===== src/rtl/cnn_pkg.sv =====
// Shared types and constants for the CNN memory loader: bus widths, region
// codes, region/output sizes, FSM state encoding and the command screen.
package cnn_pkg;

  localparam int unsigned ADDR_W = 19;
  localparam int unsigned LEN_W  = 18;

  localparam int unsigned SIZE_INPUT = 10000;
  localparam int unsigned SIZE_L1    = 400;
  localparam int unsigned SIZE_L2    = 12800;
  localparam int unsigned SIZE_L3    = 230400;
  localparam int unsigned SIZE_L4    = 10600;
  localparam int unsigned OUT_SIZE   = 16384;

  typedef enum logic [2:0] {
    REG_INPUT = 3'd0,
    REG_L1    = 3'd1,
    REG_L2    = 3'd2,
    REG_L3    = 3'd3,
    REG_L4    = 3'd4
  } region_e;

  typedef enum logic [2:0] {
    IDLE    = 3'd0,
    WR      = 3'd1,
    RD_REQ  = 3'd2,
    RD_WAIT = 3'd3,
    RD_OUT  = 3'd4,
    FIN     = 3'd5
  } state_e;

  // A write needs a real region; a read may not run past the output buffer.
  function automatic logic cmd_rejected(input logic op, input logic [2:0] region,
                                        input logic [LEN_W-1:0] len);
    logic bad;
    if (op) begin
      bad = (len > LEN_W'(OUT_SIZE));
    end else begin
      bad = (region > 3'(REG_L4));
    end
    return bad;
  endfunction

endpackage


===== src/rtl/cnn_mem_loader_if.sv =====
// Command, byte-stream, Avalon-MM and status signals of the CNN memory loader.
interface cnn_mem_loader_if;
  import cnn_pkg::*;

  logic              cmd_valid;
  logic              cmd_ready;
  logic              cmd_op;
  logic [2:0]        cmd_region;
  logic [LEN_W-1:0]  cmd_len;
  logic              s_valid;
  logic              s_ready;
  logic [7:0]        s_data;
  logic              m_valid;
  logic              m_ready;
  logic [7:0]        m_data;
  logic              chipselect;
  logic              write;
  logic              read;
  logic [ADDR_W-1:0] address;
  logic [7:0]        writedata;
  logic [7:0]        readdata;
  logic              waitrequest;
  logic              busy;
  logic              done;
  logic              err;
  logic [15:0]       csum;

  modport master (
    input  cmd_valid, cmd_op, cmd_region, cmd_len, s_valid, s_data, m_ready,
           readdata, waitrequest,
    output cmd_ready, s_ready, m_valid, m_data, chipselect, write, read,
           address, writedata, busy, done, err, csum
  );

  modport slave (
    output cmd_valid, cmd_op, cmd_region, cmd_len, s_valid, s_data, m_ready,
           readdata, waitrequest,
    input  cmd_ready, s_ready, m_valid, m_data, chipselect, write, read,
           address, writedata, busy, done, err, csum
  );

endinterface


===== src/rtl/cnn_rd_buf.sv =====
// One-entry readback holding register: loaded from the bus, drained by the
// downstream valid/ready handshake.
module cnn_rd_buf (
  input  logic       clk,
  input  logic       reset,
  input  logic       load_i,
  input  logic [7:0] data_i,
  input  logic       ready_i,
  output logic       valid_o,
  output logic [7:0] data_o
);

  logic       valid_q, valid_d;
  logic [7:0] data_q, data_d;

  // Next-state for the holding register.
  always_comb begin
    valid_d = valid_q;
    data_d  = data_q;
    if (load_i) begin
      valid_d = 1'b1;
      data_d  = data_i;
    end else if (valid_q && ready_i) begin
      valid_d = 1'b0;
    end else begin
      valid_d = valid_q;
    end
  end

  // Holding register.
  always_ff @(posedge clk) begin
    if (reset) begin
      valid_q <= 1'b0;
      data_q  <= 8'h00;
    end else begin
      valid_q <= valid_d;
      data_q  <= data_d;
    end
  end

  assign valid_o = valid_q;
  assign data_o  = data_q;

endmodule


===== src/rtl/cnn_mem_loader.sv =====
// Avalon-MM initiator moving byte streams into CNN regions and reading the
// output buffer back. CNN_MEM_LOADER_CSUM_EN enables the per-command byte checksum.
module cnn_mem_loader
  import cnn_pkg::*;
#(
  parameter int unsigned RD_LATENCY = 1
) (
  input logic              clk,
  input logic              reset,
  cnn_mem_loader_if.master bus
);

  localparam logic [1:0] LAT_LAST = 2'(RD_LATENCY);

  state_e            state_q, state_d;
  logic [2:0]        region_q, region_d;
  logic [LEN_W-1:0]  len_q, len_d, idx_q, idx_d, acc_q, acc_d;
  logic              cs_q, cs_d, wr_q, wr_d, rd_q, rd_d;
  logic [ADDR_W-1:0] addr_q, addr_d;
  logic [7:0]        wdata_q, wdata_d;
  logic [1:0]        lat_q, lat_d;
  logic              cmd_ready_q, cmd_ready_d, busy_q, busy_d;
  logic              done_q, done_d, err_q, err_d;

  logic             cmd_acc, cmd_bad, cmd_empty, last;
  logic [LEN_W-1:0] idx_inc;
  logic             s_rdy, s_acc, wr_ret, rd_acc, rd_cap, m_hs;
  logic             m_valid;
  logic [7:0]       m_data;

  assign cmd_acc   = bus.cmd_valid && cmd_ready_q;
  assign cmd_bad   = cmd_rejected(bus.cmd_op, bus.cmd_region, bus.cmd_len);
  assign cmd_empty = (bus.cmd_len == LEN_W'(0));
  assign idx_inc   = idx_q + LEN_W'(1);
  assign last      = (idx_inc == len_q);
  // A new byte may be taken once the pending write retires in this cycle.
  assign s_rdy     = !reset && (state_q == WR) && (acc_q != len_q) &&
                     (!wr_q || !bus.waitrequest);
  assign s_acc     = s_rdy && bus.s_valid;
  assign wr_ret    = wr_q && !bus.waitrequest;
  assign rd_acc    = rd_q && !bus.waitrequest;
  assign rd_cap    = (state_q == RD_WAIT) && (lat_q == LAT_LAST);
  assign m_hs      = m_valid && bus.m_ready;

  // State register.
  always_ff @(posedge clk) begin
    if (reset) begin
      state_q <= IDLE;
    end else begin
      state_q <= state_d;
    end
  end

  // Next-state logic.
  always_comb begin
    state_d = state_q;
    case (state_q)
      IDLE: begin
        if (!cmd_acc)                 state_d = IDLE;
        else if (cmd_bad || cmd_empty) state_d = FIN;
        else if (bus.cmd_op)          state_d = RD_REQ;
        else                          state_d = WR;
      end
      WR:      if (wr_ret && last) state_d = FIN;     else state_d = WR;
      RD_REQ:  if (rd_acc)         state_d = RD_WAIT; else state_d = RD_REQ;
      RD_WAIT: if (rd_cap)         state_d = RD_OUT;  else state_d = RD_WAIT;
      RD_OUT: begin
        if (!m_hs)     state_d = RD_OUT;
        else if (last) state_d = FIN;
        else           state_d = RD_REQ;
      end
      FIN:     state_d = IDLE;
      default: state_d = IDLE;
    endcase
  end

  // Output and datapath next-state logic.
  always_comb begin
    region_d = region_q; len_d = len_q; idx_d = idx_q; acc_d = acc_q;
    cs_d = cs_q; wr_d = wr_q; rd_d = rd_q; addr_d = addr_q; wdata_d = wdata_q;
    lat_d = lat_q;
    err_d       = 1'b0;
    cmd_ready_d = (state_d == IDLE);
    busy_d      = (state_d != IDLE);
    done_d      = (state_d == FIN);
    case (state_q)
      IDLE: begin
        if (cmd_acc) begin
          region_d = bus.cmd_region;
          len_d    = bus.cmd_len;
          idx_d    = LEN_W'(0);
          acc_d    = LEN_W'(0);
          err_d    = cmd_bad;
          if (!cmd_bad && !cmd_empty && bus.cmd_op) begin
            cs_d   = 1'b1;
            rd_d   = 1'b1;
            addr_d = ADDR_W'(0);
          end else begin
            rd_d = 1'b0;
          end
        end else begin
          idx_d = idx_q;
        end
      end
      WR: begin
        if (s_acc) begin
          acc_d   = acc_q + LEN_W'(1);
          cs_d    = 1'b1;
          wr_d    = 1'b1;
          addr_d  = ADDR_W'(region_q);
          wdata_d = bus.s_data;
        end else if (wr_ret) begin
          cs_d = 1'b0;
          wr_d = 1'b0;
        end else begin
          wr_d = wr_q;
        end
        if (wr_ret) idx_d = idx_inc; else idx_d = idx_q;
      end
      RD_REQ: begin
        if (rd_acc) begin
          cs_d  = 1'b0;
          rd_d  = 1'b0;
          lat_d = 2'd1;
        end else begin
          rd_d = rd_q;
        end
      end
      RD_WAIT: begin
        if (rd_cap) lat_d = 2'd0; else lat_d = lat_q + 2'd1;
      end
      RD_OUT: begin
        if (m_hs) begin
          idx_d = idx_inc;
          if (!last) begin
            cs_d   = 1'b1;
            rd_d   = 1'b1;
            addr_d = ADDR_W'(idx_inc);
          end else begin
            rd_d = 1'b0;
          end
        end else begin
          idx_d = idx_q;
        end
      end
      FIN: begin
        cs_d = 1'b0;
        wr_d = 1'b0;
        rd_d = 1'b0;
      end
      default: begin
        cs_d = 1'b0;
      end
    endcase
  end

  // Datapath and registered outputs.
  always_ff @(posedge clk) begin
    if (reset) begin
      region_q <= 3'd0; len_q <= LEN_W'(0); idx_q <= LEN_W'(0); acc_q <= LEN_W'(0);
      cs_q <= 1'b0; wr_q <= 1'b0; rd_q <= 1'b0;
      addr_q <= ADDR_W'(0); wdata_q <= 8'h00; lat_q <= 2'd0;
      cmd_ready_q <= 1'b0; busy_q <= 1'b0; done_q <= 1'b0; err_q <= 1'b0;
    end else begin
      region_q <= region_d; len_q <= len_d; idx_q <= idx_d; acc_q <= acc_d;
      cs_q <= cs_d; wr_q <= wr_d; rd_q <= rd_d;
      addr_q <= addr_d; wdata_q <= wdata_d; lat_q <= lat_d;
      cmd_ready_q <= cmd_ready_d; busy_q <= busy_d; done_q <= done_d; err_q <= err_d;
    end
  end

  cnn_rd_buf u_rd_buf (
    .clk     (clk),
    .reset   (reset),
    .load_i  (rd_cap),
    .data_i  (bus.readdata),
    .ready_i (bus.m_ready),
    .valid_o (m_valid),
    .data_o  (m_data)
  );

`ifdef CNN_MEM_LOADER_CSUM_EN
  logic [15:0] csum_q, csum_d;

  // Checksum accumulates retired writes or delivered readback bytes.
  always_comb begin
    csum_d = csum_q;
    if (cmd_acc)     csum_d = 16'h0000;
    else if (wr_ret) csum_d = csum_q + {8'h00, wdata_q};
    else if (m_hs)   csum_d = csum_q + {8'h00, m_data};
    else             csum_d = csum_q;
  end

  // Checksum register.
  always_ff @(posedge clk) begin
    if (reset) csum_q <= 16'h0000;
    else       csum_q <= csum_d;
  end

  assign bus.csum = csum_q;
`else
  assign bus.csum = 16'h0000;
`endif

  assign bus.cmd_ready  = cmd_ready_q;
  assign bus.s_ready    = s_rdy;
  assign bus.m_valid    = m_valid;
  assign bus.m_data     = m_data;
  assign bus.chipselect = cs_q;
  assign bus.write      = wr_q;
  assign bus.read       = rd_q;
  assign bus.address    = addr_q;
  assign bus.writedata  = wdata_q;
  assign bus.busy       = busy_q;
  assign bus.done       = done_q;
  assign bus.err        = err_q;

endmodule


===== src/flat_wrapper.sv =====
// flat-port wrapper written by rule: the top's interface ports become plain ports
module cnn_mem_loader_flat import cnn_pkg::*;
#(
  parameter int unsigned RD_LATENCY = 1
)
  (clk, reset, bus_cmd_valid, bus_cmd_op, bus_cmd_region, bus_cmd_len, bus_s_valid, bus_s_data, bus_m_ready, bus_readdata, bus_waitrequest, bus_cmd_ready, bus_s_ready, bus_m_valid, bus_m_data, bus_chipselect, bus_write, bus_read, bus_address, bus_writedata, bus_busy, bus_done, bus_err, bus_csum);
  cnn_mem_loader_if bus_i ();
  input logic clk;
  input logic reset;
  input wire logic [$bits(bus_i.cmd_valid)-1:0] bus_cmd_valid;
  input wire logic [$bits(bus_i.cmd_op)-1:0] bus_cmd_op;
  input wire logic [$bits(bus_i.cmd_region)-1:0] bus_cmd_region;
  input wire logic [$bits(bus_i.cmd_len)-1:0] bus_cmd_len;
  input wire logic [$bits(bus_i.s_valid)-1:0] bus_s_valid;
  input wire logic [$bits(bus_i.s_data)-1:0] bus_s_data;
  input wire logic [$bits(bus_i.m_ready)-1:0] bus_m_ready;
  input wire logic [$bits(bus_i.readdata)-1:0] bus_readdata;
  input wire logic [$bits(bus_i.waitrequest)-1:0] bus_waitrequest;
  output wire logic [$bits(bus_i.cmd_ready)-1:0] bus_cmd_ready;
  output wire logic [$bits(bus_i.s_ready)-1:0] bus_s_ready;
  output wire logic [$bits(bus_i.m_valid)-1:0] bus_m_valid;
  output wire logic [$bits(bus_i.m_data)-1:0] bus_m_data;
  output wire logic [$bits(bus_i.chipselect)-1:0] bus_chipselect;
  output wire logic [$bits(bus_i.write)-1:0] bus_write;
  output wire logic [$bits(bus_i.read)-1:0] bus_read;
  output wire logic [$bits(bus_i.address)-1:0] bus_address;
  output wire logic [$bits(bus_i.writedata)-1:0] bus_writedata;
  output wire logic [$bits(bus_i.busy)-1:0] bus_busy;
  output wire logic [$bits(bus_i.done)-1:0] bus_done;
  output wire logic [$bits(bus_i.err)-1:0] bus_err;
  output wire logic [$bits(bus_i.csum)-1:0] bus_csum;
  assign bus_i.cmd_valid = bus_cmd_valid;
  assign bus_i.cmd_op = bus_cmd_op;
  assign bus_i.cmd_region = bus_cmd_region;
  assign bus_i.cmd_len = bus_cmd_len;
  assign bus_i.s_valid = bus_s_valid;
  assign bus_i.s_data = bus_s_data;
  assign bus_i.m_ready = bus_m_ready;
  assign bus_i.readdata = bus_readdata;
  assign bus_i.waitrequest = bus_waitrequest;
  assign bus_cmd_ready = bus_i.cmd_ready;
  assign bus_s_ready = bus_i.s_ready;
  assign bus_m_valid = bus_i.m_valid;
  assign bus_m_data = bus_i.m_data;
  assign bus_chipselect = bus_i.chipselect;
  assign bus_write = bus_i.write;
  assign bus_read = bus_i.read;
  assign bus_address = bus_i.address;
  assign bus_writedata = bus_i.writedata;
  assign bus_busy = bus_i.busy;
  assign bus_done = bus_i.done;
  assign bus_err = bus_i.err;
  assign bus_csum = bus_i.csum;
  cnn_mem_loader #(.RD_LATENCY(RD_LATENCY)) u_core (.clk(clk), .reset(reset), .bus(bus_i));
endmodule

===== config.mk =====
export PLATFORM = sky130hd
export DESIGN_NAME = cnn_mem_loader_flat
export DESIGN_NICKNAME = d
export VERILOG_FILES = /design/src/rtl/cnn_pkg.sv /design/src/rtl/cnn_mem_loader_if.sv /design/src/rtl/cnn_rd_buf.sv /design/src/rtl/cnn_mem_loader.sv /design/src/flat_wrapper.sv
export SDC_FILE = /design/constraint.sdc
export NUM_CORES = 1
export LEC_CHECK = 0
export CORE_ASPECT_RATIO = 0.7
export CORE_MARGIN = 2
export CORE_UTILIZATION = 53
export CTS_CLUSTER_SIZE = 28
export DETAILED_ROUTE_END_ITERATION = 12
export PLACE_DENSITY_LB_ADDON = 0.25
export SLEW_MARGIN = 20
export SYNTH_ARGS = -nofsm -noshare
export SYNTH_HDL_FRONTEND = slang
export SYNTH_SLANG_ARGS = --single-unit

===== constraint.sdc =====
create_clock -name clk -period 3.3 [get_ports clk]
set_input_delay 0.33 -clock clk [delete_from_list [all_inputs] [get_ports clk]]
set_output_delay 0.33 -clock clk [all_outputs]
set_load 0.02 [all_outputs]

==> flow_summary.json <==
{
  "status": "finished, final reports clean",
  "finalWirelength_um": 15100,
  "start_util": 0.5382,
  "drcViolationCount": 0,
  "arrival_ps": 3310,
  "nets": 810,
  "hold_buffers": 0,
  "avgViaCountPerCell": 5.810,
  "critPathKind": "reg2reg",
  "antenna_found_initial": 0,
  "yosys_warnings": 0,
  "path_clk_slew_ps": 70,
  "die-width_um": 125.7,
  "syn_inst": 683,
  "place_congestion": 0.9580,
  "yosys_most_used_dff": "dfxtp_1",
  "required_ps": 3500,
  "setup_tns_ps": 0,
  "vdd_ir_drop_max_mv": 0.2997,
  "p_leak_nw": 2.481,
  "core_um2": 10200,
  "cts_buffer_depth": 2,
  "synth-compound-area-share": 0.1652,
  "cts_resized": 0,
  "syn_area_um2": 5490,
  "syn_avg_cell_area_um2": 8.038,
  "critPathLaunchType": "flop",
  "dp_cells": 885,
  "synthXorXnorAreaFrac": 0.1021,
  "hpwl_um": 11070,
  "fp.dieH_um": 89.16,
  "synthMuxAreaShare": 0.03487,
  "slew_violations": 0,
  "io_pins": 104,
  "cts_setup_buffers": 0,
  "clk_latency_ps": 350,
  "dpl_cell_area_um2": 6470,
  "crit_fanout": 12,
  "root_buffer": "clkbuf_16",
  "grtUsageTotal": 0.2731,
  "ys_ff_latch": 104,
  "relSlewSlack": 0.3733,
  "endpoint_kind": "flop",
  "overflow": 0,
  "timing.fmax_mhz": 321.3,
  "drive_above_1_share": 0.08062,
  "vias": 5235,
  "std_cell_rows": 31,
  "instances_no_fill": 901,
  "power_density_nw_per_um2": 429.8,
  "synth_cell_types": 60,
  "dr.first_iter.drc_count": 387,
  "ant_nets": 0,
  "cts_made_buffers": 9,
  "synth_edf_count": 0,
  "h-tree-depth": 3,
  "async_flop_share": 0,
  "synthSimpleGateAreaFrac": 0.2372,
  "dp_worst_setup_slack_ps": -177.5,
  "finClkSkew_ps": 7.864,
  "insertedDiodeCount": 0,
  "synth_top_family_by_area": "simple AND/OR/NAND/NOR gates",
  "worst_slack_ps": 187.2,
  "drt-pass1-iter-count": 5,
  "hold_class": "reg2reg",
  "port_buffers": 86,
  "rsz0062_at_grt": "no",
  "syn_to_final_growth_pct": 23.97,
  "worst_pin_slew_ps": 940.0,
  "cts_tree": "built",
  "die_area_um2": 11200,
  "synth_fa_ha_area_frac": 0.006609,
  "whs_ps": 478.2,
  "hold_violations": 0,
  "max-cap-violations": 0,
  "fin_crit_sh": 0.9433,
  "cts_sinks": 104,
  "yosysSeqAreaShare": 0.3792,
  "drt-wirelength-per-cell_um": 16.76,
  "grt_pass1_vias": 4923,
  "final_area_um2": 6807,
  "grt_max_degree": 91,
  "grt_pass1_wl_um": 24290,
  "setup_viol": 0,
  "post-route-min-period_ps": 3113
}
==> final timing paths <==
path | from | end | slack [ps] | cells after the start
max reg2reg | u_core.idx_q[3] | u_core.bus.address[12] | 190 | 9
min | u_core.bus.address[13] | u_core.bus.address[13] | 480 | 2
min reg2reg | u_core.bus.address[13] | u_core.bus.address[13] | 480 | 2
max | u_core.idx_q[3] | u_core.bus.address[12] | 190 | 9
==> metrics by stage <==
| step | util | power, W |
|---|---|---|
| 4_1_cts | 0.6656 | 0.002928 |
| 2_1_floorplan | - | 0.001631 |
| 3_5_place_dp | 0.6342 | 0.001795 |
| 6_report | 0.6672 | 0.002925 |
| 5_1_grt | 0.6672 | 0.003035 |
| 3_3_place_gp | 0.6342 | 0.001785 |
==> worst max-delay path, cell delays in order, from the launching register on <==
cell	delay, ps
dfxtp_1	570
nand4_4	210
nor4_2	540
xnor2_1	280
xor2_1	180
nand4_1	150
or4b_4	610
nand3b_1	110
buf_4	190
o32ai_1	110
==> cells by family after synthesis <==
group	Yosys count
mux	19
other cells	1
xor+xnor	64
buf+inv	84
compound gates	150
simple gates	258
flops	104
fa+ha+maj	3
==> sequential cells by signal, indices dropped and copies added (netlist names) <==
signal / cells
u_core.acc_q: 18
u_core.bus.address: 18
u_core.bus.busy: 1
u_core.bus.chipselect: 1
u_core.bus.cmd_ready: 1
u_core.bus.done: 1
u_core.bus.err: 1
u_core.bus.read: 1
u_core.bus.write: 1
u_core.bus.writedata: 8
u_core.idx_q: 18
u_core.lat_q: 2
u_core.len_q: 18
u_core.region_q: 3
u_core.state_q: 3
u_core.u_rd_buf.data_o: 8
u_core.u_rd_buf.valid_o: 1
==> power breakdown <==
part	switching (W)	internal, W	leakage [nW]
registers	0.0000497	0.00129	0.841
logic	0.000263	0.000178	1.48
clock network	0.000503	0.000642	0.159
==> cells in the mapped netlist (2+ instances only) <==
cell type	n	area, µm²
buf_4	19	142.6
o2111ai_1	3	26.28
nor4_1	11	68.82
nor3_1	12	60.06
or3_1	15	93.84
o211a_1	4	40.04
o32ai_1	12	105.1
nor2b_1	3	18.77
or4_1	4	30.03
a21oi_1	70	350.3
and2_1	2	12.51
buf_1	4	15.01
o21a_1	2	15.01
nand2_1	67	251.5
nor4_2	2	25.02
and4_1	4	35.03
and3_1	5	31.28
xor2_1	35	306.5
mux2i_1	18	180.2
clkbuf_1	26	97.59
o211ai_1	2	15.01
buf_2	9	45.04
o21ai_0	34	170.2
a211oi_1	5	37.54
nor2_1	78	292.8
nand2b_1	4	25.02
dfxtp_1	104	2082
nand3_1	21	105.1
a31oi_1	3	18.77
nand3b_1	9	67.56
xnor2_1	29	254.0
inv_1	24	90.09
a22oi_1	5	37.54
nand4_1	11	68.82
ha_1	2	25.02
==> final cells by class <==
class,instances,area (µm²)
fillers,850,3395
multi-input cells,511,3082
flip-flops and latches,104,2083
repair buffers,114,1066
clock buffers,11,252.7
well taps,132,165.2
inverters,24,90.09
clock inverters,5,67.56
==> metal layers <==
metal	track usage	share of wire	vias up	wire length, µm
met2	0.4364	0.44	239	6601
met5	0	0	-	0
li1	-	-	2517	-
met1	0.3740	0.46	2455	6893
met4	0.07879	0.017	0	253
met3	0.06523	0.090	24	1355
==> cell usage in the layout (no fill, tap or decap), drive strengths merged, types with 3 or more instances in the layout <==
cell and instances:
o211ai 3, nand2 67, clkdlybuf4s50 85, nand3 21, nand3b 9, o211a 4
nor3 13, nor4 13, or4 4, nand4 13, inv 27, nand2b 4
or3 15, mux2i 18, dfxtp 104, a21oi 70, nor2b 3, conb 17
a31oi 3, buf 29, a22oi 5, a211oi 6, o32ai 12, o21ai 34
and3 5, o2111ai 3, nor2 78, xor2 35, and4 4, xnor2 29
clkbuf 11
Note: power is estimated with default switching activity, not from simulation.
